## config.mk

```make
export PLATFORM = sky130hd
export DESIGN_NAME = cac_decoder_5
export DESIGN_NICKNAME = d
export VERILOG_FILES = /design/src/rtl/cac_decoder_5.sv
export SDC_FILE = /design/constraint.sdc
export NUM_CORES = 1
export LEC_CHECK = 0
export BUFFER_PORTS_ARGS = -buffer_cell sky130_fd_sc_hd__buf_2
export CAP_MARGIN = 40
export CELL_PAD_IN_SITES_DETAIL_PLACEMENT = 2
export CELL_PAD_IN_SITES_GLOBAL_PLACEMENT = 2
export CORE_AREA = 2 2 95 79
export DETAILED_ROUTE_END_ITERATION = 8
export DIE_AREA = 0 0 97 81
export GPL_TIMING_DRIVEN = 0
export PLACE_DENSITY_LB_ADDON = 0.1
export SYNTH_ARGS = -nofsm -noshare
export SYNTH_HDL_FRONTEND = slang
export SYNTH_SLANG_ARGS = --single-unit
```

## constraint.sdc

```tcl
create_clock -name clock -period 2.55 [get_ports clock]
set_input_delay 0.51 -clock clock [delete_from_list [all_inputs] [get_ports clock]]
set_output_delay 0.51 -clock clock [all_outputs]
set_load 0.02 [all_outputs]
```

## src/rtl/cac_decoder_5.sv

```systemverilog
// cac_decoder_5: iterative decoder for the 5-wire Fibonacci-numeral-system
// crosstalk-avoidance code. A codeword and its four weights are latched on
// accept. The weighted sum is then accumulated one bit per cycle, MSB first,
// over exactly five cycles. The result is held in DONE until downstream takes it.
module cac_decoder_5 #(
   parameter int DW = 4,
   parameter int FW = 4
) (
   input  logic          clock,
   input  logic          reset_n,
   input  logic [4:0]    codein,
   input  logic          in_valid,
   output logic          in_ready,
   input  logic [FW-1:0] FNS02,
   input  logic [FW-1:0] FNS03,
   input  logic [FW-1:0] FNS04,
   input  logic [FW-1:0] FNS05,
   output logic [DW-1:0] dataout,
   output logic          err,
   output logic          out_valid,
   input  logic          out_ready
);

   // The accumulator has three guard bits above the data width. The largest
   // sum, 4*(2^FW-1)+1, therefore always fits when FW <= DW, and the range
   // check can look at the guard bits alone.
   localparam int AW = DW + 3;

   typedef enum logic [1:0] {
      ST_IDLE = 2'd0,
      ST_ACC  = 2'd1,
      ST_DONE = 2'd2
   } state_t;

   state_t          state_q;
   logic [4:0]      cw_q;
   logic [FW-1:0]   w2_q;
   logic [FW-1:0]   w3_q;
   logic [FW-1:0]   w4_q;
   logic [FW-1:0]   w5_q;
   logic [AW-1:0]   acc_q;
   logic [2:0]      idx_q;
   logic            in_ready_q;
   logic            out_valid_q;
   logic [DW-1:0]   dataout_q;
   logic            err_q;

   logic [AW-1:0]   term_d;
   logic [AW-1:0]   acc_d;
   logic [DW-1:0]   dataout_d;
   logic            err_d;

   // Widen an FW-bit weight into the accumulator width.
   function automatic logic [AW-1:0] widen(input logic [FW-1:0] w);
      logic [AW-1:0] r;
      r         = '0;
      r[FW-1:0] = w;
      return r;
   endfunction

   // Return the contribution of codeword bit idx: its weight if the bit is
   // set, and zero otherwise. Bit 0 always weighs 1.
   function automatic logic [AW-1:0] bit_term(
      input logic [4:0]    cw,
      input logic [2:0]    idx,
      input logic [FW-1:0] w2,
      input logic [FW-1:0] w3,
      input logic [FW-1:0] w4,
      input logic [FW-1:0] w5
   );
      logic [AW-1:0] w;
      logic          b;
      case (idx)
         3'd4: begin w = widen(w5); b = cw[4]; end
         3'd3: begin w = widen(w4); b = cw[3]; end
         3'd2: begin w = widen(w3); b = cw[2]; end
         3'd1: begin w = widen(w2); b = cw[1]; end
         3'd0: begin w = {{(AW-1){1'b0}}, 1'b1}; b = cw[0]; end
         default: begin w = '0; b = 1'b0; end
      endcase
      if (b) begin
         return w;
      end else begin
         return '0;
      end
   endfunction

   // Compute the next accumulator value for the bit now being processed,
   // along with the truncated word and the range flag for the final step.
   always_comb begin
      term_d    = bit_term(cw_q, idx_q, w2_q, w3_q, w4_q, w5_q);
      acc_d     = acc_q + term_d;
      dataout_d = acc_d[DW-1:0];
      err_d     = |acc_d[AW-1:DW];
   end

   // Decoder FSM. in_ready and out_valid are registered and depend on state
   // only, so they never combinationally follow in_valid or out_ready.
   always_ff @(posedge clock) begin
      if (!reset_n) begin
         state_q     <= ST_IDLE;
         cw_q        <= 5'd0;
         w2_q        <= '0;
         w3_q        <= '0;
         w4_q        <= '0;
         w5_q        <= '0;
         acc_q       <= '0;
         idx_q       <= 3'd4;
         in_ready_q  <= 1'b1;
         out_valid_q <= 1'b0;
         dataout_q   <= '0;
         err_q       <= 1'b0;
      end else begin
         case (state_q)
            ST_IDLE: begin
               if (in_valid && in_ready_q) begin
                  cw_q       <= codein;
                  w2_q       <= FNS02;
                  w3_q       <= FNS03;
                  w4_q       <= FNS04;
                  w5_q       <= FNS05;
                  acc_q      <= '0;
                  idx_q      <= 3'd4;
                  in_ready_q <= 1'b0;
                  state_q    <= ST_ACC;
               end else begin
                  in_ready_q <= 1'b1;
               end
            end
            ST_ACC: begin
               acc_q <= acc_d;
               if (idx_q == 3'd0) begin
                  dataout_q   <= dataout_d;
                  err_q       <= err_d;
                  out_valid_q <= 1'b1;
                  state_q     <= ST_DONE;
               end else begin
                  idx_q <= idx_q - 3'd1;
               end
            end
            ST_DONE: begin
               // The result stays put until it is taken. A new accept can
               // only happen on a later edge, from IDLE.
               if (out_valid_q && out_ready) begin
                  out_valid_q <= 1'b0;
                  in_ready_q  <= 1'b1;
                  idx_q       <= 3'd4;
                  state_q     <= ST_IDLE;
               end else begin
                  out_valid_q <= 1'b1;
               end
            end
            default: begin
               // An unreachable encoding recovers to a clean idle.
               state_q     <= ST_IDLE;
               acc_q       <= '0;
               idx_q       <= 3'd4;
               in_ready_q  <= 1'b1;
               out_valid_q <= 1'b0;
            end
         endcase
      end
   end

   assign in_ready  = in_ready_q;
   assign out_valid = out_valid_q;
   assign dataout   = dataout_q;
   assign err       = err_q;

endmodule
```

# Yosys cells after proc, flatten, opt, wreduce, memory -nomap -nowiden
# Cells that the tools add are included.
[word_totals]
rom_bits = 0
latchBits = 0
inputBits = 25
out_inout_bits = 7
n_memories = 0
regBits = 40
ramBits = 0
wordCells = 58
[op_classes]
div_mod_pow = 0
add_sub_neg = 2
n_reduce_logical = 12
shifts = 0
n_eq_ne = 10
n_lt_le_gt_ge = 0
n_mux = 19
multipliers = 0
bitwise_logic = 3
[ops]
columns = ["op", "n"]
rows = [
  ["$pmux W7 S3", 1],
  ["$pmux W4 S5", 1],
  ["$mux W7", 2],
  ["$reduce_and A2 Y1", 5],
  ["$mux W3", 3],
  ["$pmux W3 S3", 1],
  ["$ne A2 B2 Y1 const B", 4],
  ["$add A7 B7 Y7", 1],
  ["$eq A3 B2 Y1 const B", 2],
  ["$mux W2", 3],
  ["$pmux W1 S3", 2],
  ["$pmux W2 S3", 1],
  ["$reduce_and A3 Y1", 2],
  ["$pmux W1 S5", 1],
  ["$mux W1", 4],
  ["$eq A3 B1 Y1 const B", 1],
  ["$eq A3 B3 Y1 const B", 1],
  ["$logic_not A3 Y1", 1],
  ["$not A1 Y1", 3],
  ["$reduce_or A3 Y1", 1],
  ["$sub A3 B1 Y3 const B", 1],
  ["$eq A2 B1 Y1 const B", 1],
  ["$eq A2 B2 Y1 const B", 1],
  ["$logic_and A1 B1 Y1", 2],
  ["$logic_not A2 Y1", 1],
]

# Logic depth before layout (Yosys ltp)
[depth]
word_depth = 5
ltp_mapped = 14
mapped_depth_nobuf = 13

# Least setup slack after synthesis
# Ideal clock, no wire load.
[synth_path]
path_type = "register to register"
start = "register idx_q[1]"
end = "register acc_q[1]"
path_slack_ps = -28
arrival_time_ps = 2507
stages_incl_launch_ff = 13
synth_period_minus_slack_ps = 2578
n_path_buf = 1
setup_time_ps = 70
path_cell_list = "dfxtp_1 inv_1 ha_1 buf_4 a22oi_1 a21oi_1 a31oi_1 nor2_1 ha_1 inv_1 fa_1 or3_1 a21oi_1"
[synth_via]
elab_chain_cells = 5
elab_cells_between_ends = 10
classes_between = "1 x add/sub; 4 x eq/ne; 4 x mux; 1 x reduce/logical"
[synth_lines]
columns = ["element", "line_no", "source"]
rows = [
  ["start, declared", "42", "logic [2:0] idx_q;"],
  ["start signal, assigned", "138", "idx_q <= idx_q - 3'd1;"],
  ["$eq A3 B1 Y1 (tied with other cells)", "73", "case (idx)"],
  ["$pmux W4 S5 or $pmux W1 S5 (tied branches)", "73", ""],
  ["$mux W7 (*)", "81", "if (b) begin"],
  ["$add A7 B7 Y7 (*)", "92", "acc_d = acc_q + term_d;"],
  ["$pmux W7 S3 (*)", "114", "case (state_q)"],
  ["end signal, assigned", "107", "acc_q <= '0;"],
  ["end signal, assigned", "122", "acc_q <= '0;"],
  ["end signal, assigned", "131", "acc_q <= acc_d;"],
  ["end, declared", "41", "logic [AW-1:0] acc_q;"],
]
# Mark *: on every way between the ends. The rest lies on a longest branch, timed or not.
# A chain may end at the register's enable or synchronous reset.

# Worst setup path in the final report
[layout_path]
start = "register idx_q[1]"
end = "register err_q (netlist: err)"
[layout_via]
elab_chain_cells = 5
elab_cells_between_ends = 11
classes_between = "1 x add/sub; 4 x eq/ne; 3 x mux; 3 x reduce/logical"
[layout_lines]
columns = ["element", "line_no", "source"]
rows = [
  ["$eq A3 B1 Y1 (tied with other cells)", "73", ""],
  ["$pmux W4 S5 or $pmux W1 S5 (tied branches)", "73", ""],
  ["$mux W7", "81", ""],
  ["$add A7 B7 Y7", "92", ""],
  ["$reduce_or A3 Y1", "94", "err_d = |acc_d[AW-1:DW];"],
  ["end signal, assigned", "134", "err_q <= err_d;"],
  ["end, declared", "46", "logic err_q;"],
]
# Parallel ways exist; a longest one is shown, timed or not.

==> out/metrics.yaml <==
min_path_type: "in2reg"
ff2ff_setup_slack_ps: -40
clockBufferDepth: 2
synthArstFlopShare_pct: 0
dr.pass1.iters: 4
period_share_pct: 102
p_seq_share_pct: 35.8
syn_to_final_growth_pct: 29.8
cp_slowest_cell: "a222oi_1"
yosys_warnings: 0
synth_edf_count: 0
grt_use_met3_pct: 3.10
drc: 0
n_antenna_cell: 0
syn_inst: 244
start_util_pct: 28.6
fin_crit_ps: 2590
syn_area_sq_um: 2020
core_area_sq_um: 7040
n_fill_cell: 794
drt_wl_total_microns: 6590
drive_gt1_share_pct: 31.2
timing.fmax_mhz: 386
grt_pass1_wl_microns: 10500
synth_cell_type_count: 51
slowest_delay_ps: 410
grtUsageTotal_pct: 17.1
rows: 28
pwr_density_cell_nw_per_um2: 899
cts_tree: "done"
htreeDepth: 2
synth_nets: 282
clock-sinks: 40
combPwrFrac_pct: 44.7
cp.required_ps: 2720
hold_ws_ps: 438
die_y_microns: 81
synth_top_flop_cell: "dfxtp_1"
status: "complete, but fails checks"
rsz0062_at_grt: "true"
grt_antenna_before_repair: 0
p_leak_nw: 1.01
hold_path_end: "cw_q[2]"
antenna_left: 0
ff2ff_path_depth: 10
hold_viol: 0
grt_use_met2_pct: 26.6
die_area_sq_um: 7860
clkPwrFrac_pct: 19.6
violations: "negative setup slack"
grt.busiest_layer: "met2"
hold_buffers: 0
crit_type: "reg2reg"
grt_overflow: 0
p_sw_uw: 983
use_met1_pct: 24.5
cts_buffers: 5
slew_violations: 0
tightestPinTransition_ps: 675
crit_path_end_kind: "register"
dp_hpwl_microns: 4640
drv_cap: 0
synth.ff_latch_count: 40
via_per_inst: 5.02
drtIter0Drc: 65
grt_max_degree: 13
p_int_mw: 1.37
cts_root_buffer: "clkbuf_8"
worstPathCellList: "ha_2 > a222oi_1 > nor2_1 > a31oi_1 > nor2_1 > ha_1 > a211o_1 > a21oi_4 > mux2i_1 > a41oi_1"
io_pins: 32
syn_area_per_cell_sq_um: 8.27
p_sw_share_pct: 41.7
clock_skew_ps: 9.20
min_from: "codein[2]"
path_clk_slew_ps: 90
setup_viol: 4
min_path_cells: 3
clk_latency_ps: 300
finalWorstSetupSlack_ps: -38.4
layout.nets: 329
path_common_cell: "nor2_1"
cp.arrival_ps: 2760
num_vias: 1917
r2r-end: "err"
portBuffers: 31
wire_per_inst_microns: 17.3
r2r_start: "idx_q[1]"
slew_headroom_pct: 55.0
startpoint_type: "register"
vdd_drop_max_mv: 0.272
gp_congestion: 0.749
grt_pass1_vias: 2027
seq_area_frac_synth_pct: 39.7
worst-path-max-fanout: 5
setup-tns-final_ps: -84.8
die_x_microns: 97
[worst max-delay path, delay by kind of cell, from the launching register on]
family                   cells  cell delay [ps]
flip-flops                   1              380
AND/OR/NAND/NOR              2              150
adder cells (fa/ha/maj)      2              510
AO/OA/AOI/OAI                5             1230
multiplexers                 1              200
[power by group through the flow]
stage	sequential, mW	combinational [mW]	clock (mW)
after floorplan	0.819	0.622	0
after global placement	0.829	0.884	0
after detailed placement	0.833	0.899	0
after CTS	0.842	1.04	0.479
after global routing	0.858	1.17	0.502
final	0.842	1.05	0.461
[worst max-delay path by stage]
stage,slack [ps],end,cells past startpoint,from
after detailed placement,-540,err,14,idx_q[0]
after CTS,-60,err,10,idx_q[0]
final,-40,err,10,idx_q[1]
after global placement,-510,err,14,idx_q[0]
after floorplan,20,err,12,idx_q[0]
after global routing,-210,err,10,idx_q[1]
[layout by cell type (no fill, tap or decap), types with 3 or more instances in the layout]
cell / netlist / final
buf_4: 1 / 9
a31oi_1: 5 / 4
dfxtp_1: 40 / 38
a222oi_1: 3 / 3
o211ai_1: 3 / 3
o21ai_0: 4 / 4
inv_1: 9 / 6
mux2i_1: 3 / 3
nand3_1: 9 / 8
a21oi_1: 34 / 29
clkbuf_1: 9 / 8
ha_1: 12 / 6
clkbuf_8: 1 / 7
ha_2: 0 / 3
nand2_1: 52 / 52
a21oi_2: 1 / 4
ha_4: 0 / 3
buf_2: 1 / 32
or2_2: 3 / 3
nor2_1: 14 / 13
[registers in the layout, indices dropped and copies added, names as in the netlist]
register   count
state_q        2
idx_q          3
w3_q           4
w5_q           4
w4_q           4
in_ready       1
out_valid      1
err            1
cw_q           5
dataout        4
w2_q           4
acc_q          7
[routing by layer]
layer  vias up  wire, microns  part of all wire (%)
met5         -              0                     0
met1       938           3480                    53
li1        955              -                     -
met3         7            144                   2.2
met4         0             65                  0.99
met2        17           2910                    44
[kinds of logic after synthesis]
group | after synthesis | synth area share, %
and+or+nand+nor | 90 | 19.9
AOI/OAI and AO/OA | 73 | 23.9
DFF | 40 | 39.7
buffers and inverters | 23 | 5.77
adders and majority gates | 13 | 8.44
muxes | 3 | 1.49
xor gates and xnor gates | 2 | 0.869
[area by class of cell]
class / count / area [sq um] / share of cell area, %
plain buffers: 13 / 76.3 / 2.92
repair buffers: 41 / 243 / 9.27
well taps: 90 / 113 / 4.30
flip-flops and latches: 40 / 808 / 30.9
clock buffers: 6 / 82.6 / 3.15
clock inverters: 2 / 10.0 / 0.382
inverters: 9 / 38.8 / 1.48
multi-input cells: 181 / 1250 / 47.6
[synth_stat cells, types with 2 or more instances]
cell	number	share of area (%)
nand2_1	52	9.7
dfxtp_1	40	40
a21oi_1	34	8.4
nor2_1	14	2.6
ha_1	12	7.4
clkbuf_1	9	1.7
inv_1	9	1.7
nand3_1	9	2.2
a31oi_1	5	1.6
o21ai_0	4	0.99
a222oi_1	3	1.5
a22oi_1	3	1.1
mux2i_1	3	1.5
o211ai_1	3	1.1
or2_2	3	0.93
a21o_1	2	0.74
buf_6	2	1.1
nand2b_1	2	0.62
o31ai_1	2	0.74
or4_1	2	0.74
[timing repair]
item	4_1_cts	5_1_grt
setup buffers	6	4
resized for setup	31	7
pin swaps	14	7
setup endpoints to repair	10	9
[through the flow]
stage / setup WS, ps / utilization, % / power [mW] / cells / cell area [sq um]
after global routing: -215 / 37.2 / 2.53 / 382 / 2620
final: -38.4 / 37.2 / 2.35 / 382 / 2620
after floorplan: 23.2 / - / 1.44 / 244 / 2020
after CTS: -63.5 / 36.5 / 2.36 / 379 / 2570
after detailed placement: -536 / 32.5 / 1.73 / 365 / 2290
after global placement: -515 / 32.5 / 1.71 / 365 / 2290
(Power assumes the default switching activity.)
